**config.mk**
```make
export PLATFORM = sky130hd
export DESIGN_NAME = tank_projectile
export DESIGN_NICKNAME = d
export VERILOG_FILES = /design/src/rtl/tank_projectile.sv
export SDC_FILE = /design/constraint.sdc
export NUM_CORES = 1
export LEC_CHECK = 0
export ABC_CLOCK_PERIOD_IN_PS = 8450
export CORE_AREA = 2 2 132 134
export CTS_CLUSTER_SIZE = 10
export DETAILED_ROUTE_END_ITERATION = 12
export DIE_AREA = 0 0 134 136
export PLACE_DENSITY = 0.74
export SLEW_MARGIN = 5
export SYNTH_ARGS = -nofsm -noshare
export SYNTH_HDL_FRONTEND = slang
export SYNTH_SLANG_ARGS = --single-unit
```
**constraint.sdc**
```tcl
create_clock -name frame_clk -period 8.45 [get_ports frame_clk]
set_clock_uncertainty 0.15 [all_clocks]
set_input_delay 2.535 -clock frame_clk [delete_from_list [all_inputs] [get_ports frame_clk]]
set_output_delay 2.535 -clock frame_clk [all_outputs]
set_load 0.1 [all_outputs]
```
**src/rtl/tank_projectile.sv**
```systemverilog
// tank_projectile: per-player shell unit.
// Tracks the tank's facing direction and fires one shell on a fresh fire press.
// The shell steps one tile every STEP_DIV frames. It reports a wall or map-edge
// hit and an opponent hit, then holds off re-firing for COOLDOWN frames.
// Ports:
//   frame_clk           frame clock (sole clock)
//   Reset               synchronous active-high reset
//   player              1: WASD + space fire, 0: arrows + enter fire
//   keycode[7:0]        current USB keycode
//   TankX/TankY         own tank tile
//   OppX/OppY           opponent tank tile
//   map_wall            wall bitmap, bit Y*MAP_W+X
//   bullet_active       shell in flight
//   BulletX/BulletY     shell tile, 0 when inactive
//   opp_hit, wall_hit   one-frame hit pulses
//   fire_ready          idle and fire key armed
module tank_projectile #(
   parameter int unsigned MAP_W     = 20,
   parameter int unsigned MAP_H     = 15,
   parameter int unsigned STEP_DIV  = 2,
   parameter int unsigned MAX_RANGE = 12,
   parameter int unsigned COOLDOWN  = 30
) (
   input  logic                   frame_clk,
   input  logic                   Reset,
   input  logic                   player,
   input  logic [7:0]             keycode,
   input  logic [4:0]             TankX,
   input  logic [3:0]             TankY,
   input  logic [4:0]             OppX,
   input  logic [3:0]             OppY,
   input  logic [MAP_W*MAP_H-1:0] map_wall,
   output logic                   bullet_active,
   output logic [4:0]             BulletX,
   output logic [3:0]             BulletY,
   output logic                   opp_hit,
   output logic                   wall_hit,
   output logic                   fire_ready
);

   localparam int unsigned CELLS  = MAP_W * MAP_H;
   localparam int unsigned IDX_W  = $clog2(CELLS);
   localparam int unsigned STEP_W = $clog2(STEP_DIV + 1);
   localparam int unsigned RNG_W  = $clog2(MAX_RANGE + 1);
   localparam int unsigned COOL_W = $clog2(COOLDOWN + 1);

   typedef enum logic [1:0] {IDLE, FLY, COOL} state_t;
   typedef enum logic [1:0] {DIR_UP, DIR_DOWN, DIR_LEFT, DIR_RIGHT} dir_t;

   state_t            state, state_n;
   dir_t              dir, dir_n, bdir, bdir_n;
   logic              armed, armed_n;
   logic [STEP_W-1:0] step_cnt, step_cnt_n;
   logic [RNG_W-1:0]  range_cnt, range_cnt_n;
   logic [COOL_W-1:0] cool_cnt, cool_cnt_n;
   logic              active_n, opp_hit_n, wall_hit_n, fire_ready_n;
   logic [4:0]        bx_n;
   logic [3:0]        by_n;

   logic              key_dir_vld;
   dir_t              key_dir;
   logic [7:0]        fire_key;
   logic              fire_press;

   logic [4:0]        src_x;
   logic [3:0]        src_y;
   dir_t              src_dir;
   logic signed [5:0] dx, dy, nx, ny;
   logic [IDX_W-1:0]  widx;
   logic              nxt_oob, nxt_wall, nxt_opp;

   // Keycode decode: this player's fire key and direction keys
   always_comb begin
      key_dir_vld = 1'b0;
      key_dir     = DIR_UP;
      fire_key    = player ? 8'h2C : 8'h28;
      if (player) begin
         case (keycode)
            8'h04:   begin key_dir_vld = 1'b1; key_dir = DIR_LEFT;  end
            8'h07:   begin key_dir_vld = 1'b1; key_dir = DIR_RIGHT; end
            8'h16:   begin key_dir_vld = 1'b1; key_dir = DIR_DOWN;  end
            8'h1A:   begin key_dir_vld = 1'b1; key_dir = DIR_UP;    end
            default: ;
         endcase
      end else begin
         case (keycode)
            8'h50:   begin key_dir_vld = 1'b1; key_dir = DIR_LEFT;  end
            8'h4F:   begin key_dir_vld = 1'b1; key_dir = DIR_RIGHT; end
            8'h51:   begin key_dir_vld = 1'b1; key_dir = DIR_DOWN;  end
            8'h52:   begin key_dir_vld = 1'b1; key_dir = DIR_UP;    end
            default: ;
         endcase
      end
      fire_press = (keycode == fire_key);
   end

   // Next-tile lookup: from the tank when idle, from the shell otherwise
   always_comb begin
      src_x   = (state == IDLE) ? TankX : BulletX;
      src_y   = (state == IDLE) ? TankY : BulletY;
      src_dir = (state == IDLE) ? dir : bdir;
      dx = 6'sd0;
      dy = 6'sd0;
      case (src_dir)
         DIR_UP:    dy = -6'sd1;
         DIR_DOWN:  dy =  6'sd1;
         DIR_LEFT:  dx = -6'sd1;
         DIR_RIGHT: dx =  6'sd1;
         default:   ;
      endcase
      nx = $signed({1'b0, src_x}) + dx;
      ny = $signed({2'b00, src_y}) + dy;
      // Negative coordinates show up as the sign bit
      nxt_oob  = nx[5] || ny[5] || (32'(nx[4:0]) >= MAP_W) || (32'(ny[4:0]) >= MAP_H);
      widx     = IDX_W'(32'(ny[4:0]) * MAP_W + 32'(nx[4:0]));
      nxt_wall = !nxt_oob && map_wall[widx];
      nxt_opp  = (nx[4:0] == OppX) && (ny[3:0] == OppY);
   end

   // Next-state and registered-output logic
   always_comb begin
      state_n      = state;
      dir_n        = key_dir_vld ? key_dir : dir;
      bdir_n       = bdir;
      armed_n      = fire_press ? armed : 1'b1;
      step_cnt_n   = step_cnt;
      range_cnt_n  = range_cnt;
      cool_cnt_n   = cool_cnt;
      active_n     = bullet_active;
      bx_n         = BulletX;
      by_n         = BulletY;
      opp_hit_n    = 1'b0;
      wall_hit_n   = 1'b0;
      fire_ready_n = 1'b0;

      case (state)
         IDLE: begin
            if (fire_press && armed) begin
               armed_n = 1'b0;
               bdir_n  = dir;
               if (nxt_oob || nxt_wall) begin
                  wall_hit_n = 1'b1;
                  state_n    = COOL;
                  cool_cnt_n = '0;
               end else if (nxt_opp) begin
                  opp_hit_n  = 1'b1;
                  state_n    = COOL;
                  cool_cnt_n = '0;
               end else begin
                  bx_n        = nx[4:0];
                  by_n        = ny[3:0];
                  active_n    = 1'b1;
                  range_cnt_n = RNG_W'(1);
                  step_cnt_n  = '0;
                  state_n     = FLY;
               end
            end
         end
         FLY: begin
            if ((BulletX == OppX) && (BulletY == OppY)) begin
               // Opponent drove onto the shell between steps
               opp_hit_n  = 1'b1;
               active_n   = 1'b0;
               bx_n       = '0;
               by_n       = '0;
               state_n    = COOL;
               cool_cnt_n = '0;
            end else if (step_cnt < STEP_W'(STEP_DIV - 1)) begin
               step_cnt_n = step_cnt + STEP_W'(1);
            end else begin
               step_cnt_n = '0;
               if (nxt_oob || nxt_wall || (range_cnt == RNG_W'(MAX_RANGE)) || nxt_opp) begin
                  // Wall beats range expiry, which beats an opponent hit
                  wall_hit_n = nxt_oob || nxt_wall;
                  opp_hit_n  = !(nxt_oob || nxt_wall) && (range_cnt != RNG_W'(MAX_RANGE)) && nxt_opp;
                  active_n   = 1'b0;
                  bx_n       = '0;
                  by_n       = '0;
                  state_n    = COOL;
                  cool_cnt_n = '0;
               end else begin
                  bx_n        = nx[4:0];
                  by_n        = ny[3:0];
                  range_cnt_n = range_cnt + RNG_W'(1);
               end
            end
         end
         COOL: begin
            if (cool_cnt == COOL_W'(COOLDOWN - 1)) begin
               cool_cnt_n = '0;
               state_n    = IDLE;
            end else begin
               cool_cnt_n = cool_cnt + COOL_W'(1);
            end
         end
         default: state_n = IDLE;
      endcase

      fire_ready_n = (state_n == IDLE) && armed_n;
   end

   // State and output registers
   always_ff @(posedge frame_clk) begin
      if (Reset) begin
         state         <= IDLE;
         dir           <= player ? DIR_UP : DIR_DOWN;
         bdir          <= DIR_UP;
         armed         <= 1'b1;
         step_cnt      <= '0;
         range_cnt     <= '0;
         cool_cnt      <= '0;
         bullet_active <= 1'b0;
         BulletX       <= '0;
         BulletY       <= '0;
         opp_hit       <= 1'b0;
         wall_hit      <= 1'b0;
         fire_ready    <= 1'b1;
      end else begin
         state         <= state_n;
         dir           <= dir_n;
         bdir          <= bdir_n;
         armed         <= armed_n;
         step_cnt      <= step_cnt_n;
         range_cnt     <= range_cnt_n;
         cool_cnt      <= cool_cnt_n;
         bullet_active <= active_n;
         BulletX       <= bx_n;
         BulletY       <= by_n;
         opp_hit       <= opp_hit_n;
         wall_hit      <= wall_hit_n;
         fire_ready    <= fire_ready_n;
      end
   end

endmodule

```
==> impl_metrics.csv <==
group,metric,value,unit
timing,period_share,94.84,%
min_path,hold_path.class,"reg2reg",
die,num_io_pins,342,
synth,syn_area,5702,sq um
critical_path,end_kind,"flop",
critical_path,arrival,8.06,ns
min_path,hold-path-endpoint,"step_cnt[0]",
synth,synth_nets,993,
timing,setup_viol,0,
min_path,holdPathStages,2,
layout,finalInstanceArea,9522,sq um
run,drv_cap,0,
critical_path,crit_fanout,10,
clock_tree,cts_inserted_buffers,5,
synth,yosysWarnings,0,
status,status,"completed",
die,row_count,48,
critical_path,reg2reg_slack,2.10,ns
timing,timing.final.ws_setup,0.4359,ns
clock_tree,cts.hold.buffers_added,0,
global_route,grt_max_degree,47,
die,start_util,33.79,%
global_route,grt-ovfl-total,0,
global_route,grt_pass1_wl,38.38,mm
synth,ys_seq_area_share,11.24,%
critical_path,critical_path_class,"in2reg",
die,die_y,136,um
global_route,antenna_found_initial,4,
synth,synth_edf_count,2,
pwr,max-vdd-ir-drop,0.0001135,V
synth,synth_area_per_cell,8.951,sq um
layout,post_route_cells_drive_above_1_share,11.20,%
global_route,track_usage,27.14,%
synth,yosysUniqueCellTypes,77,
layout,nNetsFinal,1319,
clock_tree,clkSlewWorstSetupHoldPaths,0.05,ns
pwr,p_leak,3.618,nW
critical_path,r2r_end,"range_cnt[0]",
layout,post-route-util,56.42,%
clock_tree,cts_buffer_depth,2,
synth,ys_seq_elements,31,
routing,vias,6623,
timing,relSlewSlack,32.89,%
synth,synth-async-reset-ratio,0,%
critical_path,cp_num_buf_inv,1,
clock_tree,cts_tree,"yes",
place,placed_cell_area,9343,sq um
timing,tightest_slew,1.004,ns
clock_tree,cts-root-buf,"clkbuf_16",
critical_path,cp_slowest_cell,"clkdlybuf4s50_1",
synth,yosys-top-cells-count,"mux2i_1 (63), nand2_1 (56), mux4_2 (55), inv_1 (36)",
critical_path,crit_chain,"clkdlybuf4s50_1, or3b_1, nand2_1, xor2_1, ha_1, a21oi_1, xnor2_1, ha_1, ha_1, xnor2_2, mux4_2, mux4_2, o32ai_1, a311oi_2, a41oi_4, nand4_2, a22o_1, a211oi_2",
clock_tree,post_cts_buffers,0,
clock_tree,clock_latency,0.27,ns
synth,synth_top_cell_area_share,21.72,%
place,numPortBuffers,341,
critical_path,critPathTopFamily,"compound AO/OA/AOI/OAI gates",
global_route,grt_pass1_vias,6713,
synth,syn_inst,637,
timing,rsz0062_at_grt,"false",
routing,drtAntennaViolNets,0,
routing,drt-total-wl,25.21,mm
min_path,hold_start,"step_cnt[0]",
place,gp_congestion,0.9380,
critical_path,cp_slowest_stage_delay,0.48,ns
timing,maxClockFrequency,124.8,MHz
die,coreArea,16880,sq um
place,pre_cts_slack,0.2094,ns
timing,drv_slew,0,
synth,synth_ff_type,"dfxtp_1",
critical_path,worst_setup_path_start_kind,"input port",
synth,synth_largest_area_cell,"mux4_2",
routing,drtPass1Iterations,5,
timing,final.setup.tns,0,ns
die,die_x,134,um
routing,avgViaCountPerCell,5.561,
routing,drc,0,
clock_tree,cts_resized,0,
die,dieArea,18220,sq um
critical_path,reg2regPathDepth,19,
routing,avgRoutedWirePerCell,21.16,um
pwr,power_density,156.0,nW/um^2
critical_path,crit_top_cell,"ha_1",
clock_tree,clock_sinks,31,
critical_path,cp.required,8.50,ns
place,dp_hpwl,21.61,mm
routing,drt-initial-drc-count,451,
timing,min_period,8.014,ns
clock_tree,htreeDepth,2,
timing,hold_viol,0,
synth,synth_area_leaders,"mux4_2 (22%), mux2i_1 (11%), dfxtp_1 (10%)",
layout,syn2layout_area_growth,67.00,%
synth,synth.most_common_cell,"mux2i_1",
critical_path,reg2reg_from,"state[1]",
routing by layer:
layer / vias to the layer above / global-route usage (%) / wire (um)
li1: 3145 / - / -
met1: 3113 / 33.93 / 10200
met2: 321 / 47.38 / 12080
met3: 40 / 6.823 / 2393
met4: 4 / 5.615 / 514
met5: - / 0 / 27
logic make-up (layout without fill, tap and decap cells):
kind of cell	count (synthesis)	after routing	share of synthesized area (%)
AOI/OAI and AO/OA	159	159	20.14
xor gates and xnor gates	34	34	5.223
adders and majority gates	28	28	6.496
buffers and inverters	80	407	7.022
DFF	31	31	11.24
muxes	121	121	33.38
other	0	2	0
and+or+nand+nor	184	184	16.50
through the flow:
step,hold WS (ns),std cells,power (mW)
final,0.3237,1191,1.486
after global routing,0.3366,1190,1.584
after CTS,0.3257,1189,1.482
after detailed placement,0.3164,1181,1.268
after global placement,0.3154,1181,1.256
after floorplan,0.2936,637,0.8821
final cells by class:
cell class                 count  area [sq um]
antenna                        2         5.005
clock buffer                   6         138.9
clock inverter                 2         35.03
fill                        1506          7355
inverter                      37         138.9
multi-input combinational    526          4686
sequential                    31         640.6
tap                          225         281.5
timing repair buffer         362          3596
sequential cells by signal (all words and copies together), names as in the netlist, 2 cells and up:
name,cells
BulletX,5
dir,2
state,2
BulletY,4
step_cnt,2
range_cnt,4
cool_cnt,5
bdir,2
power breakdown:
group / internal, mW / switching [mW] / leakage, nW
Combinational: 0.559 / 0.569 / 3.28
Clock: 0.146 / 0.0623 / 0.0869
Sequential: 0.149 / 0.000944 / 0.253
Total: 0.854 / 0.632 / 3.62
layout by cell type, fill, tap and decap left out, types with 4 or more instances in the layout:
| master | synthesis | final |
|---|---|---|
| o32ai_2 | 5 | 5 |
| nor4_1 | 4 | 4 |
| clkdlybuf4s50_1 | 0 | 341 |
| inv_1 | 36 | 36 |
| o211ai_1 | 6 | 6 |
| nor2_1 | 32 | 32 |
| clkbuf_16 | 0 | 5 |
| mux4_2 | 55 | 55 |
| and3_1 | 4 | 4 |
| nand3_1 | 20 | 20 |
| xnor2_1 | 14 | 13 |
| nor2b_1 | 5 | 5 |
| ha_1 | 24 | 22 |
| o31ai_1 | 4 | 4 |
| xor2_1 | 20 | 20 |
| o21ai_0 | 28 | 28 |
| nand3b_1 | 4 | 4 |
| nand4_1 | 11 | 11 |
| a21oi_1 | 32 | 32 |
| a221oi_1 | 7 | 7 |
| nand2b_1 | 4 | 4 |
| mux2i_1 | 63 | 63 |
| o22ai_1 | 7 | 7 |
| a22o_1 | 5 | 5 |
| dfxtp_1 | 29 | 29 |
| a22oi_1 | 21 | 21 |
| nand2_1 | 56 | 56 |
| nor3_1 | 13 | 13 |
| a31oi_1 | 9 | 9 |
| buf_4 | 1 | 19 |
| and2_1 | 5 | 5 |
worst reg2reg max path, cell delays in order (launching register included):
cell,delay (ns)
dfxtp_1,0.63
nor2_1,0.10
buf_4,0.22
a31oi_1,0.37
inv_1,0.17
ha_1,0.32
a21o_1,0.17
a21oi_1,0.24
xnor2_1,0.18
inv_1,0.16
fa_1,0.56
xnor2_2,0.34
mux4_2,0.36
mux4_2,0.48
o32ai_1,0.36
a311oi_2,0.10
a41oi_4,0.33
nand4_2,0.31
a22o_1,0.45
a211oi_2,0.26
worst max path at each step:
stage                     startpoint      endpoint  slack [ns]  depth (start not counted)
after floorplan             TankY[1]  range_cnt[0]        0.91                         20
after global placement      TankY[1]  range_cnt[0]        0.26                         18
after detailed placement    TankY[1]    BulletX[1]        0.21                         18
after CTS                   TankY[1]    BulletX[1]        0.44                         18
after global routing        TankY[1]    BulletX[1]        0.13                         18
final                       TankY[1]  range_cnt[0]        0.44                         18
(Power assumes the default switching activity.)
==> RTL change (same settings) <==
Change the parameter `STEP_DIV` from 2 to 8.
--- a/src/rtl/tank_projectile.sv
+++ b/src/rtl/tank_projectile.sv
@@ -17,7 +17,7 @@
 module tank_projectile #(
    parameter int unsigned MAP_W     = 20,
    parameter int unsigned MAP_H     = 15,
-   parameter int unsigned STEP_DIV  = 2,
+   parameter int unsigned STEP_DIV  = 8,
    parameter int unsigned MAX_RANGE = 12,
    parameter int unsigned COOLDOWN  = 30
 ) (
Behaviour: not the same (a bounded check fails within 4 cycles, from zero or initial values and one cycle with Reset high).
==> RTL change against the original RTL <==
Synthesized area down 3.8%. Sequential cell count up 2. Setup slack better by 0.018 ns. First-iteration DRC count down 3.5%. Hold slack better by 0.019 ns. Critical endpoint is now BulletY[2]. Total power about the same. Cell area down 3.0%. Wire length down 8.2%. Largest cell class unchanged.
==> RTL change: results (changes against the original RTL) <==
metric	value	unit	change
status	complete, no violations		
length of routed wiring on met1	9482	um	-7.0%
multiplexer share of the synthesized area	35.39	%	+2.0 points
Synth top cells by count	74 x mux4_2, 46 x nand2_1, 31 x dfxtp_1, 31 x nor2_1, 27 x a21oi_1		
Pwr Density	160.9	nW/um^2	+3.1%
Area contributors post-synth	mux4_2 30%, dfxtp_1 11%, ha_1 5.2%		
Netlist cell types	73		-5.2%
complex-gate fraction of the synthesized area	15.54	%	-4.6 points
initial antenna violation count	0		-4
max layer used	met4		
met2 routed wirelength	11710	um	-3.0%
Seq/Total Area, Yosys	12.41	%	+1.2 points
CP max stage delay	0.67	ns	+0.19 ns
ratio of cells with drive above 1 in the final layout	13.64	%	+2.4 points
Layout non-clock buf frac	38.11	%	+0.35 points
delay-heaviest family, CP	simple AND/OR/NAND/NOR gates		
syn_nets	914		-8.0%
Routability Congestion	0.8982		-4.2%
sequential share of cell area	7.368	%	+0.64 points
CP max FO	9		-1
Via density	5.539		-0.40%
met1 usage	30.95	%	-3.0 points
DRT iter0 DRCs	435		-3.5%
met3 Usage GRT	4.847	%	-2.0 points
HP Class	reg2reg		
CLK BUF	8		+2
inverters	18		-51%
worst slack, placed	0.2306	ns	+0.02129 ns
Slew @ Worst Pin	1.008	ns	+0.004802 ns
fraction of area in multi-input gates	48.90	%	-0.32 points
slowest stage cell, crit path	fa_1		
maximum vdd drop	0.0001011	V	-11%
# diodes	1		-1
nets	1234		-6.4%
average wire per standard cell	20.93	um	-1.1%
vias in the first global route	6184		-7.9%
met2 Track Usage GR	45.21	%	-2.2 points
total track usage	24.79	%	-2.4 points
Post-Syn Area per Cell	9.810	sq um	+9.6%
post-DP HPWL	19550	um	-9.5%
Pleak	3.372	nW	-6.8%
largest net degree at the start of global routing	48		+2.1%
Placed Area	9067	sq um	-2.9%
Non-clock buffers	352		-2.8%
clock network area share	1.815	%	-0.012 points
placed cells	1097		-7.1%
Fill cells	1480		-1.7%
internal power	0.8270	mW	-3.1%
multi-input gates	469		-11%
Adder-Cell Fraction of Synth Area	6.525	%	+0.030 points
## RTL change: cell types whose count changed after synthesis, moves of 8 or more
cell / change
nand2_1: -10
mux4_2: +19
a22oi_1: -15
mux2i_1: -48
mux2_2: +8
nor2b_1: +11
o21ai_0: -12
inv_1: -18
## RTL change: final timing paths
check | start | end | slack (ns) | cells after the start
hold / removal | bdir[0] | bdir[0] | 0.34 | 2
setup reg to reg | state[0] | BulletY[2] | 2.11 | 19
hold reg to reg | bdir[0] | bdir[0] | 0.34 | 2
setup / recovery | TankY[1] | BulletY[2] | 0.45 | 20
## RTL change: power groups by stage
stage | logic [mW] | clock network (mW) | registers, mW
after floorplan | 0.732 | 0 | 0.163
after global placement | 1.10 | 0 | 0.163
after detailed placement | 1.11 | 0 | 0.163
after CTS | 1.12 | 0.203 | 0.159
after global routing | 1.21 | 0.210 | 0.159
final | 1.13 | 0.202 | 0.159
